--- src/rtl/fisc_flag_unit_pkg.sv ---
// Shared types for the FISC flag unit: condition codes, NZCV bit positions, result FSM states.
// Imported by the flag unit top and the condition evaluator.
package fisc_flag_unit_pkg;

  localparam int FISC_FLAGS_SZ = 4;
  localparam int FLAG_N = 3;
  localparam int FLAG_Z = 2;
  localparam int FLAG_C = 1;
  localparam int FLAG_V = 0;

  typedef enum logic [3:0] {
    COND_EQ = 4'h0, COND_NE = 4'h1, COND_HS = 4'h2, COND_LO = 4'h3,
    COND_MI = 4'h4, COND_PL = 4'h5, COND_VS = 4'h6, COND_VC = 4'h7,
    COND_HI = 4'h8, COND_LS = 4'h9, COND_GE = 4'hA, COND_LT = 4'hB,
    COND_GT = 4'hC, COND_LE = 4'hD, COND_AL = 4'hE, COND_NV = 4'hF
  } fisc_cond_e;

  typedef enum logic {
    RES_EMPTY = 1'b0,
    RES_FULL  = 1'b1
  } res_state_e;

endpackage

--- src/rtl/fisc_flag_unit_cond_eval.sv ---
// Combinational ARM-style condition evaluator: (cond_code, NZCV) -> taken.
// Zero latency; no flow control. Reusable by the branch unit.
module fisc_flag_unit_cond_eval
  import fisc_flag_unit_pkg::*;
(
  input  logic [3:0]               cond_code_i,
  input  logic [FISC_FLAGS_SZ-1:0] nzcv_i,
  output logic                     taken_o
);

  logic n, z, c, v;
  assign n = nzcv_i[FLAG_N];
  assign z = nzcv_i[FLAG_Z];
  assign c = nzcv_i[FLAG_C];
  assign v = nzcv_i[FLAG_V];

  always_comb begin
    taken_o = 1'b1;
    case (fisc_cond_e'(cond_code_i))
      COND_EQ: taken_o = z;
      COND_NE: taken_o = !z;
      COND_HS: taken_o = c;
      COND_LO: taken_o = !c;
      COND_MI: taken_o = n;
      COND_PL: taken_o = !n;
      COND_VS: taken_o = v;
      COND_VC: taken_o = !v;
      COND_HI: taken_o = c && !z;
      COND_LS: taken_o = !c || z;
      COND_GE: taken_o = (n == v);
      COND_LT: taken_o = (n != v);
      COND_GT: taken_o = !z && (n == v);
      COND_LE: taken_o = z || (n != v);
      default: taken_o = 1'b1;
    endcase
  end

endmodule

--- src/rtl/fisc_flag_unit.sv ---
// Architectural NZCV register plus in-flight writer tracking and a 1-deep registered B.cond result.
// Optional same-cycle write-back bypass for queries is enabled by defining FISC_FLAG_FWD_EN.
module fisc_flag_unit
  import fisc_flag_unit_pkg::*;
#(
  parameter int PEND_DEPTH = 3,
  parameter int CNT_W      = $clog2(PEND_DEPTH + 1)
) (
  input  logic                     clk_i,
  input  logic                     rst_n_i,
  input  logic                     issue_set_flg_i,
  output logic                     issue_ready_o,
  input  logic                     wr_valid_i,
  input  logic [FISC_FLAGS_SZ-1:0] wr_nzcv_i,
  input  logic                     cond_valid_i,
  input  logic [3:0]               cond_code_i,
  output logic                     cond_ready_o,
  output logic                     res_valid_o,
  output logic                     res_taken_o,
  input  logic                     res_ready_i,
  output logic [FISC_FLAGS_SZ-1:0] flags_o,
  output logic [CNT_W-1:0]         pend_cnt_o,
  output logic                     err_underflow_o
);

  logic [CNT_W-1:0]         pend_cnt_q, pend_cnt_d;
  logic [FISC_FLAGS_SZ-1:0] flags_q, flags_d;
  logic [FISC_FLAGS_SZ-1:0] eval_nzcv;
  logic                     err_q, err_d;
  logic                     res_taken_q;
  res_state_e               state_q;
  logic                     inc, dec, flags_clean, accept, taken;

  assign issue_ready_o = pend_cnt_q < CNT_W'(PEND_DEPTH);
  assign inc = issue_set_flg_i && issue_ready_o;
  assign dec = wr_valid_i && (pend_cnt_q != '0);

  // A same-cycle issue is younger than the query, so only the registered count gates it.
`ifdef FISC_FLAG_FWD_EN
  logic fwd_hit;
  assign fwd_hit     = wr_valid_i && (pend_cnt_q == CNT_W'(1));
  assign flags_clean = (pend_cnt_q == '0) || fwd_hit;
  assign eval_nzcv   = fwd_hit ? wr_nzcv_i : flags_q;
`else
  assign flags_clean = (pend_cnt_q == '0);
  assign eval_nzcv   = flags_q;
`endif

  assign cond_ready_o = flags_clean && ((state_q == RES_EMPTY) || res_ready_i);
  assign accept       = cond_valid_i && cond_ready_o;

  fisc_flag_unit_cond_eval u_cond_eval (
    .cond_code_i (cond_code_i),
    .nzcv_i      (eval_nzcv),
    .taken_o     (taken)
  );

  always_comb begin
    pend_cnt_d = pend_cnt_q;
    if (inc && !dec) begin
      pend_cnt_d = pend_cnt_q + CNT_W'(1);
    end else if (dec && !inc) begin
      pend_cnt_d = pend_cnt_q - CNT_W'(1);
    end
    flags_d = dec ? wr_nzcv_i : flags_q;
    err_d   = err_q || (wr_valid_i && (pend_cnt_q == '0));
  end

  always_ff @(posedge clk_i) begin
    if (!rst_n_i) begin
      pend_cnt_q <= '0;
      flags_q    <= '0;
      err_q      <= 1'b0;
    end else begin
      pend_cnt_q <= pend_cnt_d;
      flags_q    <= flags_d;
      err_q      <= err_d;
    end
  end

  always_ff @(posedge clk_i) begin
    if (!rst_n_i) begin
      state_q     <= RES_EMPTY;
      res_taken_q <= 1'b0;
    end else begin
      case (state_q)
        RES_EMPTY: begin
          if (accept) begin
            state_q     <= RES_FULL;
            res_taken_q <= taken;
          end
        end
        RES_FULL: begin
          if (accept) begin
            res_taken_q <= taken;
          end else if (res_ready_i) begin
            state_q <= RES_EMPTY;
          end
        end
        default: state_q <= RES_EMPTY;
      endcase
    end
  end

  assign res_valid_o     = (state_q == RES_FULL);
  assign res_taken_o     = res_taken_q;
  assign flags_o         = flags_q;
  assign pend_cnt_o      = pend_cnt_q;
  assign err_underflow_o = err_q;

endmodule

--- config.mk ---
export PLATFORM = sky130hd
export DESIGN_NAME = fisc_flag_unit
export DESIGN_NICKNAME = d
export VERILOG_FILES = /design/src/rtl/fisc_flag_unit_pkg.sv /design/src/rtl/fisc_flag_unit_cond_eval.sv /design/src/rtl/fisc_flag_unit.sv
export SDC_FILE = /design/constraint.sdc
export NUM_CORES = 1
export LEC_CHECK = 0
export BUFFER_PORTS_ARGS = -buffer_cell sky130_fd_sc_hd__buf_2
export CAP_MARGIN = 20
export CORE_MARGIN = 5
export CORE_UTILIZATION = 40
export CTS_CLUSTER_DIAMETER = 40
export DETAILED_ROUTE_END_ITERATION = 12
export PLACE_DENSITY = 0.72
export SKIP_CTS_REPAIR_TIMING = 1
export SLEW_MARGIN = 20
export SYNTH_ARGS = -nofsm -noshare
export SYNTH_HDL_FRONTEND = slang
export SYNTH_SLANG_ARGS = --single-unit
--- constraint.sdc ---
create_clock -name clk_i -period 1.47 [get_ports clk_i]
set_input_delay 0.0735 -clock clk_i [delete_from_list [all_inputs] [get_ports clk_i]]
set_output_delay 0.0735 -clock clk_i [all_outputs]
set_load 0.01 [all_outputs]
==> summary.txt <==
Run status
  • Status: complete, no violations

Placement
  • Post-DP HPWL: 1070 µm
  • # port buffers: 24
  • Routability cong.: just under 0.8
  • Placed insts: 104

Timing
  • Fmax: 725 MHz
  • Tmin final: 1.38 ns
  • Clk_skew: 0.00774 ns
  • Slew @ Worst Pin: 0.382 ns
  • Final setup TNS: 0 ns
  • Max_slew headroom: 74.5%
  • Finish-stage setup viols: 0
  • Final Max Slew Viols: 0
  • Tcrit/Tclk final: roughly 94%
  • Hold violation count in the final report: 0
  • Hold_ws: 0.0703 ns

Setup path
  • Worst setup SP type: flop
  • Crit-path max FO: 6
  • WS Path Type: reg -> reg
  • CP required: 1.67 ns
  • Crit end category: flop
  • WP data arrival: ~1.6 ns

Global routing
  • Total grt overflow: 0
  • Global-route met2 utilization: between 20% and 30%
  • Vias in the first global route: 580
  • Largest net degree at the start of global routing: 12
  • Initial antenna violation count: 0
  • Grt met1 use: 15.0%
  • Global routing's busiest layer: met2
  • Met3 usage: between 5 and 6%
  • First-pass GRT wire length: 2440 µm
  • Total GRT Usage: 12.9%

Synth
  • Syn Std Cell Area: 592 µm²
  • Synth cell types: 35
  • Synth warnings: 0
  • Leading area contributor after synthesis: dfxtp_1
  • Cells after synthesis: 65
  • Synth top area share: 30.4%
  • Post-Syn Nets: 80
  • Main area contributors after synthesis: dfxtp_1 (30%), mux2i_1 (8.5%), nor2b_1 (5.3%)
  • Most frequent cell after synthesis: dfxtp_1
  • Share of synthesized registers carrying an async set or reset: 0%
  • Register area share after synthesis: 30.4%
  • Top cells by count, synth: dfxtp_1 (9), mux2i_1 (5), nor2b_1 (5), and2_1 (4), xnor2_1 (3)
  • Flops & latches, synth: 9
  • Synth Flop Type: dfxtp_1
  • Mean Syn Cell Area: 9.10 µm²
  • Post-synth EDFFs: 0

Power
  • Worst VDD drop: just over 0.0009 V
  • Pwr Density: ~1600 nW/µm²
  • Leakage: 0.378 nW

Clocking
  • Worst-path clk slew: 0.07 ns
  • CTS buffer count: 3
  • H-tree lvl count: 1
  • CTS max path bufs: 2
  • Clock sinks: 9
  • Root buf cell: clkbuf_4
  • CTS tree: built
  • Clock Latency Late Sink: 0.26 ns

Cells and area
  • Area Growth Syn to Fin: 34.9%
  • Fin cells: around 110
  • Layout cell share with drive strength beyond 1: between 40% and 50%
  • Final design utilization: between 50 and 60%
  • Final Net Count: about 110
  • # fillers: ~140
  • # diodes: 0

Routing
  • Final WL: 1480 µm
  • Drt first pass iters: 4
  • Via density: 5.36
  • Via Count: 579
  • DRC viols: 0
  • Number of antenna-violating nets in the routed design: 0
  • DR iter-0 viols: 3
  • Drt wl/cell: 13.7 µm

Die
  • Die height: 48.5 µm
  • Initial Utilization: 43.8%
  • Die area: approximately 2300 µm²
  • Total core area: around 1400 µm²
  • Core Rows: 13
  • Chip width: 48.5 µm
  • I/O pin count: 25

Worst hold path
  • Min-Delay Path Class: in -> reg

Run
  • Number of max-cap violations: 0
## per-stage QoR
| stage | setup WS, ns | total power [mW] | area [µm²] |
|---|---|---|---|
| after floorplan | 0.00334 | 0.846 | 634 |
| after global placement | 0.0906 | 1.03 | 766 |
| after detailed placement | 0.0549 | 1.05 | 766 |
| after CTS | 0.0492 | 1.25 | 792 |
| after global routing | -0.00565 | 1.36 | 798 |
| final | 0.0915 | 1.25 | 798 |
## registers in the layout, summed over array words and instances (netlist names)
register	cells
err_underflow_o	1
res_valid_o	1
flags_o	4
res_taken_o	1
pend_cnt_o	2
## where the power goes
part,internal (mW),switching [mW]
combinational,0.332,0.282
clock,0.105,0.0899
sequential,0.336,0.108
## kinds of logic after synthesis
kind of cell | count (synthesis) | share of synthesized area [%]
and+or+nand+nor | 28 | 32.8
AOI/OAI and AO/OA | 13 | 14.8
DFF | 9 | 30.4
xor gates and xnor gates | 5 | 7.40
muxes | 5 | 8.46
buffers and inverters | 4 | 4.01
adders and majority gates | 1 | 2.11
## worst max-delay path: stages, from the launching register on
cell      delay [ns]
dfxtp_4         0.40
nand2_4         0.06
and2_4          0.15
ha_4            0.14
xor2_1          0.14
or3_1           0.30
a21boi_1        0.11
## area by class of cell
| cell class | instances | area, µm² | share of cell area [%] |
|---|---|---|---|
| clock buffers | 4 | 26.3 | 3.29 |
| repair buffers | 27 | 143 | 17.9 |
| inverters | 1 | 3.75 | 0.470 |
| multi-input cells | 52 | 419 | 52.5 |
| flip-flops and latches | 9 | 188 | 23.5 |
| well taps | 15 | 18.8 | 2.35 |
## layout by cell type (no fill, tap or decap), types with 2 or more instances in the layout
cell,Yosys,final
dfxtp_4,0,2
clkbuf_4,0,3
nor2_1,2,2
and2_1,4,3
nor2b_1,5,5
buf_2,0,24
dfxtp_1,9,7
xnor2_1,3,3
o21ai_0,2,2
nand4b_1,2,2
xor2_1,2,2
a31oi_1,2,2
buf_4,0,3
a21oi_1,2,2
and3_2,2,2
mux2i_1,5,5
## layer usage
| layer | share of wire (%) | vias to the layer above | routed length (µm) |
|---|---|---|---|
| met5 | 0 | - | 0 |
| met4 | 1.6 | 0 | 23 |
| met3 | 5.7 | 2 | 85 |
| met2 | 47 | 16 | 702 |
| met1 | 45 | 263 | 669 |
| li1 | - | 298 | - |
## final timing paths
kind,from,to,slack (ns),cells past startpoint
hold reg to reg,err_underflow_o$_SDFF_PN0_,err_underflow_o$_SDFF_PN0_,0.55,2
hold / removal,wr_nzcv_i[2],flags_o[2]$_SDFFE_PN0P_,0.07,3
setup / recovery,pend_cnt_o[0]$_SDFFE_PN0P_,pend_cnt_o[1]$_SDFFE_PN0P_,0.09,6
setup reg to reg,pend_cnt_o[0]$_SDFFE_PN0P_,pend_cnt_o[1]$_SDFFE_PN0P_,0.09,6
No activity file was read; power rests on OpenSTA's default activity.
